File: src/rtl/uart_pkg.sv
// Shared UART definitions.
// Holds the transmit arbiter state encoding, the default byte width, and a
// width helper that never returns zero. The helper lets counters sized from
// a parameter that may be 0 or 1 still get a legal one-bit vector.
package uart_pkg;

    typedef enum logic [1:0] {
        ARB  = 2'd0,
        LOAD = 2'd1,
        WAIT = 2'd2,
        GAP  = 2'd3
    } arb_state_t;

    localparam int DEFAULT_DATA_BITS = 8;

    // Bits needed to index 'value' entries, never less than one.
    function automatic int safe_clog2(input int value);
        safe_clog2 = (value > 1) ? $clog2(value) : 1;
    endfunction

endpackage

File: src/rtl/uart_rr_picker.sv
// Round-robin winner selection (purely combinational).
// The search starts at ptr+1 and wraps modulo N_REQ. The first set request
// bit in that order wins.
// Ports:
//   req        request vector, one bit per requester
//   ptr        index of the previous winner
//   winner     index of the selected requester (only meaningful with any_valid)
//   any_valid  at least one request bit is set
module uart_rr_picker import uart_pkg::*; #(
    parameter int N_REQ = 4
) (
    input  logic [N_REQ-1:0]             req,
    input  logic [safe_clog2(N_REQ)-1:0] ptr,
    output logic [safe_clog2(N_REQ)-1:0] winner,
    output logic                         any_valid
);

    localparam int IW = safe_clog2(N_REQ);

    // Walk candidates from farthest (ptr+N_REQ) to nearest (ptr+1).
    // The nearest set request is written last, so it wins.
    always_comb begin
        int              idx_v;
        logic [IW-1:0]   idx_s;
        winner = {IW{1'b0}};
        idx_v  = 0;
        idx_s  = {IW{1'b0}};
        for (int i = N_REQ; i >= 1; i--) begin
            idx_v  = (int'(ptr) + i) % N_REQ;
            idx_s  = idx_v[IW-1:0];
            winner = req[idx_s] ? idx_s : winner;
        end
    end

    assign any_valid = |req;

endmodule

File: src/rtl/uart_tx_arbiter.sv
// Round-robin arbiter sharing one UART transmitter between N_REQ byte sources.
// One byte is accepted per frame over a valid/ready handshake. The arbiter
// then pulses tx_start, holds tx_din until the transmitter's tx_done, and
// optionally idles for GAP_CYCLES before arbitrating again.
//
// Optional feature macro: UART_TX_TIMEOUT_EN
//   When defined, a watchdog aborts a frame that sees no tx_done within
//   TIMEOUT_CYCLES and sets a sticky timeout flag. When undefined, timeout
//   is tied low and WAIT lasts until tx_done arrives.
//
// Ports:
//   clk        system clock
//   reset      asynchronous active-low reset
//   req_valid  per-requester byte available
//   req_data   packed bytes, requester i at [i*DATA_BITS +: DATA_BITS]
//   req_ready  one-hot, one-cycle accept pulse
//   tx_start   one-cycle start pulse to the transmitter
//   tx_din     byte being transmitted, stable for the whole frame
//   tx_done    end-of-frame pulse from the transmitter
//   grant_id   index of the current or last granted requester
//   busy       high whenever the arbiter is not in ARB
//   timeout    sticky watchdog flag
module uart_tx_arbiter import uart_pkg::*; #(
    parameter int N_REQ          = 4,
    parameter int DATA_BITS      = DEFAULT_DATA_BITS,
    parameter int GAP_CYCLES     = 0,
    parameter int TIMEOUT_CYCLES = 4096
) (
    input  logic                         clk,
    input  logic                         reset,
    input  logic [N_REQ-1:0]             req_valid,
    input  logic [N_REQ*DATA_BITS-1:0]   req_data,
    output logic [N_REQ-1:0]             req_ready,
    output logic                         tx_start,
    output logic [DATA_BITS-1:0]         tx_din,
    input  logic                         tx_done,
    output logic [$clog2(N_REQ)-1:0]     grant_id,
    output logic                         busy,
    output logic                         timeout
);

    localparam int IW = safe_clog2(N_REQ);
    localparam int GW = safe_clog2(GAP_CYCLES + 1);

    localparam int PTR_INIT_I = N_REQ - 1;
    localparam logic [IW-1:0] PTR_INIT = PTR_INIT_I[IW-1:0];
    localparam int GAP_LAST_I = (GAP_CYCLES > 0) ? GAP_CYCLES - 1 : 0;
    localparam logic [GW-1:0] GAP_LAST = GAP_LAST_I[GW-1:0];
    localparam logic [N_REQ-1:0] ONE_REQ = {{(N_REQ-1){1'b0}}, 1'b1};

    arb_state_t              state_r, state_nxt;
    logic [IW-1:0]           ptr_r, ptr_nxt;
    logic [N_REQ-1:0]        ready_r, ready_nxt;
    logic                    start_r, start_nxt;
    logic [DATA_BITS-1:0]    din_r, din_nxt;
    logic [IW-1:0]           gid_r, gid_nxt;
    logic                    busy_r, busy_nxt;
    logic [GW-1:0]           gap_r, gap_nxt;
    logic [IW-1:0]           winner_s;
    logic                    any_s;

`ifdef UART_TX_TIMEOUT_EN
    localparam int WW = safe_clog2(TIMEOUT_CYCLES + 1);
    localparam int WD_LAST_I = TIMEOUT_CYCLES - 1;
    localparam logic [WW-1:0] WD_LAST = WD_LAST_I[WW-1:0];

    logic [WW-1:0]           wd_r, wd_nxt;
    logic                    timeout_r, timeout_nxt;
`endif

    uart_rr_picker #(
        .N_REQ (N_REQ)
    ) u_picker (
        .req       (req_valid),
        .ptr       (ptr_r),
        .winner    (winner_s),
        .any_valid (any_s)
    );

    // Next-state and next-output decode for the frame sequencer.
    always_comb begin
        state_nxt = state_r;
        ptr_nxt   = ptr_r;
        ready_nxt = {N_REQ{1'b0}};
        start_nxt = 1'b0;
        din_nxt   = din_r;
        gid_nxt   = gid_r;
        gap_nxt   = gap_r;
`ifdef UART_TX_TIMEOUT_EN
        wd_nxt      = wd_r;
        timeout_nxt = timeout_r;
`endif
        case (state_r)
            ARB: begin
                if (any_s) begin
                    state_nxt = LOAD;
                    ptr_nxt   = winner_s;
                    gid_nxt   = winner_s;
                    ready_nxt = ONE_REQ << winner_s;
                    din_nxt   = req_data[winner_s*DATA_BITS +: DATA_BITS];
                end else begin
                    state_nxt = ARB;
                end
            end
            // tx_start is raised one cycle after req_ready so the two never overlap.
            LOAD: begin
                start_nxt = 1'b1;
                state_nxt = WAIT;
`ifdef UART_TX_TIMEOUT_EN
                wd_nxt    = {WW{1'b0}};
`endif
            end
            WAIT: begin
                if (tx_done) begin
                    if (GAP_CYCLES > 0) begin
                        state_nxt = GAP;
                        gap_nxt   = {GW{1'b0}};
                    end else begin
                        state_nxt = ARB;
                    end
                end
`ifdef UART_TX_TIMEOUT_EN
                // The aborted requester already saw req_ready, so it is not retried.
                else if (wd_r == WD_LAST) begin
                    state_nxt   = ARB;
                    timeout_nxt = 1'b1;
                end else begin
                    wd_nxt = wd_r + WW'(1'b1);
                end
`else
                else begin
                    state_nxt = WAIT;
                end
`endif
            end
            GAP: begin
                if (gap_r == GAP_LAST) begin
                    state_nxt = ARB;
                end else begin
                    gap_nxt = gap_r + GW'(1'b1);
                end
            end
            default: begin
                state_nxt = ARB;
            end
        endcase
        busy_nxt = (state_nxt != ARB);
    end

    // Sequencer state and registered outputs.
    always_ff @(posedge clk or negedge reset) begin
        if (!reset) begin
            state_r <= ARB;
            ptr_r   <= PTR_INIT;
            ready_r <= {N_REQ{1'b0}};
            start_r <= 1'b0;
            din_r   <= {DATA_BITS{1'b0}};
            gid_r   <= {IW{1'b0}};
            busy_r  <= 1'b0;
            gap_r   <= {GW{1'b0}};
        end else begin
            state_r <= state_nxt;
            ptr_r   <= ptr_nxt;
            ready_r <= ready_nxt;
            start_r <= start_nxt;
            din_r   <= din_nxt;
            gid_r   <= gid_nxt;
            busy_r  <= busy_nxt;
            gap_r   <= gap_nxt;
        end
    end

`ifdef UART_TX_TIMEOUT_EN
    // Watchdog counter and sticky timeout flag.
    always_ff @(posedge clk or negedge reset) begin
        if (!reset) begin
            wd_r      <= {WW{1'b0}};
            timeout_r <= 1'b0;
        end else begin
            wd_r      <= wd_nxt;
            timeout_r <= timeout_nxt;
        end
    end

    assign timeout = timeout_r;
`else
    assign timeout = 1'b0;
`endif

    assign req_ready = ready_r;
    assign tx_start  = start_r;
    assign tx_din    = din_r;
    assign grant_id  = gid_r;
    assign busy      = busy_r;

endmodule

File: config.mk
export PLATFORM = sky130hd
export DESIGN_NAME = uart_tx_arbiter
export DESIGN_NICKNAME = d
export VERILOG_FILES = /design/src/rtl/uart_pkg.sv /design/src/rtl/uart_rr_picker.sv /design/src/rtl/uart_tx_arbiter.sv
export SDC_FILE = /design/constraint.sdc
export NUM_CORES = 1
export LEC_CHECK = 0
export BUFFER_PORTS_ARGS = -buffer_cell sky130_fd_sc_hd__buf_4
export CORE_ASPECT_RATIO = 0.75
export CORE_MARGIN = 2
export CORE_UTILIZATION = 49
export CTS_BUF_LIST = sky130_fd_sc_hd__clkbuf_16
export CTS_CLUSTER_SIZE = 14
export DETAILED_ROUTE_END_ITERATION = 10
export GPL_ROUTABILITY_DRIVEN = 0
export GPL_TIMING_DRIVEN = 0
export PLACE_DENSITY = 0.86
export SETUP_SLACK_MARGIN = 0.02
export SYNTH_ARGS = -nofsm -noshare
export SYNTH_HDL_FRONTEND = slang
export SYNTH_SLANG_ARGS = --single-unit
File: constraint.sdc
create_clock -name clk -period 3.58 [get_ports clk]
set_input_delay 0 -clock clk [delete_from_list [all_inputs] [get_ports clk]]
set_output_delay 0 -clock clk [all_outputs]
set_load 0.05 [all_outputs]
==> Yosys cells after proc, flatten, opt, wreduce, memory -nomap -nowiden <==
Index checks and enable logic that the tools add are counted.
Widths: inputs -> output; s select.
{ "totals": {"inputBits": 39, "output_inout_bits": 17, "reg_bits": 21} }
{ "classes": {"add_sub_neg": 5, "n_eq_ne": 3, "mux": 20, "shifts": 2, "n_lt_le_gt_ge": 4, "n_reduce_logical": 4} }
{ "ops": {"columns": ["operator", "count"], "rows": [
  ["$shiftx 32x6->8", 1],
  ["$lt 2x3->1 const B", 4],
  ["$mux 2", 6],
  ["$bmux 1 s2", 4],
  ["$mux 4", 2],
  ["$pmux 2 s4", 1],
  ["$mux 1", 7],
  ["$add 2x1->2 const B", 2],
  ["$add 2x2->2 const B", 2],
  ["$eq 2x2->1 const B", 2],
  ["$reduce_or 4->1", 1],
  ["$shl 1x2->4 const A", 1],
  ["$eq 2x1->1 const B", 1],
  ["$logic_not 2->1", 1],
  ["$reduce_and 2->1", 1],
  ["$reduce_bool 2->1", 1],
  ["$add 1x1->1 const B", 1]
]} }

==> Depth between registers and ports, before layout <==
{ "logic_depth": {"depth_word": 10, "mapped_depth": 8, "depth_no_buf": 5} }

==> Hierarchy <==
A second synthesis with hierarchy kept.
{ "unflattened": {"hier_cells": 69, "hier_area_um2": 1056.0} }
{ "modules_own_cells": {"columns": ["mod", "instances", "area_per_inst_um2", "cells_per_inst", "seq_area_each_um2"], "rows": [
  ["uart_tx_arbiter", 1, 977.2, 55, 503.0],
  ["uart_rr_picker", 1, 78.8, 14, 0.0]
]} }

==> Worst setup path before layout <==
Ideal clock, no wire load.
{ "synth_path": {"path_kind": "reg2reg", "startpoint": "register ptr_r[0]", "endpoint": "register din_r[0], in the netlist tx_din[0]", "t_arrival_ns": 1.583, "path_buffers": 3, "t_required_ns": 3.448, "setup_ns": 0.132, "slack_ns": 1.866, "path_stages_with_launch": 9, "path_cell_list": "dfstp_2 > nand2b_1 > a21o_1 > buf_2 > and3_1 > buf_6 > buf_12 > mux2i_1 > a211oi_2"} }
{ "synth_between": {"elab_chain_cells": 8, "word_cells_on_any_way": 17, "classes_between": "add/sub (4); shift (1); mux (12)"} }
{ "synth_lines": {"columns": ["item", "line_no", "source"], "rows": [
  ["start: declaration", "uart_tx_arbiter.sv:52", "logic [IW-1:0] ptr_r, ptr_nxt;"],
  ["start signal: assignment", "uart_tx_arbiter.sv:163", "ptr_r <= ptr_nxt;"],
  ["$add 2x1->2", "uart_rr_picker.sv:29", "idx_v = (int'(ptr) + i) % N_REQ;"],
  ["$bmux 1 s2", "uart_rr_picker.sv:31", "winner = req[idx_s] ? idx_s : winner;"],
  ["$mux 1 (implied by the code)", "uart_rr_picker.sv:31", null],
  ["$mux 2 (3 in series)", "uart_rr_picker.sv:31", null],
  ["$mux 2 (*)", "uart_rr_picker.sv:31", null],
  ["$shiftx 32x6->8 (*)", "uart_tx_arbiter.sv:100", "din_nxt = req_data[winner_s*DATA_BITS +: DATA_BITS];"],
  ["end signal: assignment", "uart_tx_arbiter.sv:157", "din_r <= {DATA_BITS{1'b0}};"],
  ["end signal: assignment", "uart_tx_arbiter.sv:166", "din_r <= din_nxt;"],
  ["end: declaration", "uart_tx_arbiter.sv:55", "logic [DATA_BITS-1:0] din_r, din_nxt;"]
]} }
Every way passes the cells marked *; elsewhere a longest branch is shown, timed or not. The select of a mux whose other input is x is not followed.
A chain may end at the register's enable or synchronous reset.

==> Final worst setup path <==
{ "layout_path": {"startpoint": "register ptr_r[1]", "endpoint": "register din_r[1], in the netlist tx_din[1]"} }
Same word-level chain as after synthesis.

==> results.toml <==
[outcome]
status = "finished, final reports clean"

[logic_synthesis]
synth_nets = 149
synth_top_cell_by_area = "dfrtp_1"
synth.top_cell.area_share_pct = 39.1
synth_area_leaders = "dfrtp_1 39%, a211oi_2 15%, mux2i_1 6.9%"
ys_ff_latch = 20
syn_area_um2 = 1150
synth_edf_count = 0
synth_common_cells = "18 x dfrtp_1, 14 x a211oi_2, 14 x nor2_1, 10 x inv_1"
syn_area_per_cell_um2 = 10.5
ys_async_sr_fraction_pct = 100
synthCells = 110
synth_seq_area_share_pct = 43.6
synth_ff_type = "dfrtp_1"
yosys.cell_count.top_type = "dfrtp_1"
ys_warn_count = 0
yosys.cell_types.count = 31

[drt]
vias = 1031
first_pass_iters = 4
routed_wl_um = 3000
ant_nets = 0
wl_per_cell_um = 14.8
route.detailed.drc = 0
drtIter0Drc = 28
drt-vias-per-instance = 5.08

[setup_path]
r2r_start = "ptr_r[1]"
critPathMaxFanout = 9
startpoint = "ptr_r[1]"
cp.arrival_ns = 2.06
criticalPathCategory = "register to register"
cp-end-kind = "register"
cp.required_ns = 3.71
start_kind = "register"

[clock_network]
h-tree-depth = 1
cts-buffers-inserted = 3
clock_sinks = 20
cts_setup_buffers = 0
cts_root_buf = "clkbuf_16"
cts_resized = 0
clk_pin_slew_ns = 0.06
insertion_delay_ns = 0.25
clk_path_buf_depth = 2
cts_tree = "built"

[finish]
fillCellCount = 153
drive_gt1_share_pct = 50.3
nNetsFinal = 209
area_growth_pct = 48.9
stdcell_count = 203
antennaDiodeCount = 0

[floorplan]
num_rows = 15
start_util_pct = 50.7
num_io_pins = 56
core_um2 = 2270
die_w_um = 60.0
dieArea_um2 = 2760
die_y_um = 46.0

[power_and_ir_drop]
leakage_nw = 0.826
p_total_mw = 1.68
p_per_area_nw_per_um2 = 978
peakVddDrop_mv = 0.375

[sta]
finalSetupViolations = 0
fin_setup_tns_ns = 0
period_share_pct = 54.0
rsz0062_at_grt = "no"
post-route-min-period_ns = 1.93
fmax_mhz = 517
hold_viol = 0
fin_ws_ns = 1.65
fin_worst_skew_ns = 0.00203
slew_violations = 0

[hold_path]
hp-class = "input port to register"
hold_start = "tx_done"

[job]
cap_viol_max_count = 0

[grt]
antenna_found_initial = 0
grt_pass1_wl_um = 4570
grt_pass1_vias = 1004
overflow = 0
track_usage_pct = 23.5
grt_max_degree = 21

[place]
dpl.hpwl_um = 2230
io_buffers = 54
dp_cells = 198
dp_slack_ns = 1.67
==> worst max-delay path, cell delays in order, from the launching register on <==
cell and delay (ns):
dfstp_2 0.59, o21ai_1 0.08, o221ai_1 0.33, nand2_1 0.37, a211oi_2 0.35, a211oi_2 0.07
==> stage by stage <==
step | util [%] | cell area, µm² | hold WS, ns
after floorplan | - | 1150 | -0.296
after global placement | 70.5 | 1600 | -0.120
after detailed placement | 70.5 | 1600 | -0.110
after CTS | 75.5 | 1720 | 0.0671
after global routing | 75.5 | 1720 | 0.0866
final | 75.5 | 1720 | 0.0677
==> layout by cell type, fill, tap and decap left out, types with 3 or more instances in the layout <==
master	n
o21ai_1	3
a211oi_2	14
a31oi_1	8
nand2b_1	3
dfrtp_1	18
nor2b_1	3
clkbuf_16	3
mux2i_1	8
nor2_1	14
buf_4	55
inv_1	10
==> layout make-up <==
type                       count  area, µm²  area share [%]
multi-input combinational     72        543            31.7
sequential                    20        503            29.3
timing repair buffer          55        415            24.2
clock buffer                   3       75.1            4.38
buffer                         8       68.8            4.01
tap                           34       42.5            2.48
inverter                      10       37.5            2.19
clock inverter                 1       30.0            1.75
==> per-layer routing <==
metal	up-vias	global-route usage, %	routed length, µm
met3	2	5.11	148
met1	490	28.8	1260
met4	0	8.89	25
met2	35	40.7	1560
li1	504	-	-
met5	-	0	0
==> logic make-up (layout without fill, tap and decap cells) <==
logic type	Yosys count	after routing	synth area share, %
other cells	1	1	0.325
compound gates	34	34	27.3
buf+inv	18	77	9.23
simple gates	29	29	12.6
mux	8	8	6.95
flops	20	20	43.6
==> final timing paths <==
kind	end	slack [ns]	cells past startpoint
worst max-delay path	tx_din[1]	1.65	5
worst min-delay path	state_r[1]	0.07	3
worst max register to register	tx_din[1]	1.65	5
worst min register to register	tx_start	0.48	1
max in group asynchronous	ptr_r[0]	3.15	2
min in group asynchronous	grant_id[1]	0.16	2
==> state kept, by name, indices dropped and copies added (netlist names) <==
| signal | count |
|---|---|
| grant_id | 2 |
| state_r | 2 |
| tx_din | 8 |
| req_ready | 4 |
| ptr_r | 2 |
| tx_start | 1 |
| busy | 1 |
==> repair_timing <==
item                       CTS  global route
hold endpoints to repair    20             0
setup endpoints to repair    0             0
hold buffers                 1             0
==> where the power goes <==
group	leakage (nW)	switching [mW]	internal [mW]	total, mW
combinational	0.539	0.617	0.346	0.963
clock	0.0511	0.0847	0.222	0.307
sequential	0.236	0.0648	0.343	0.408
No activity file was read; power rests on OpenSTA's default activity.
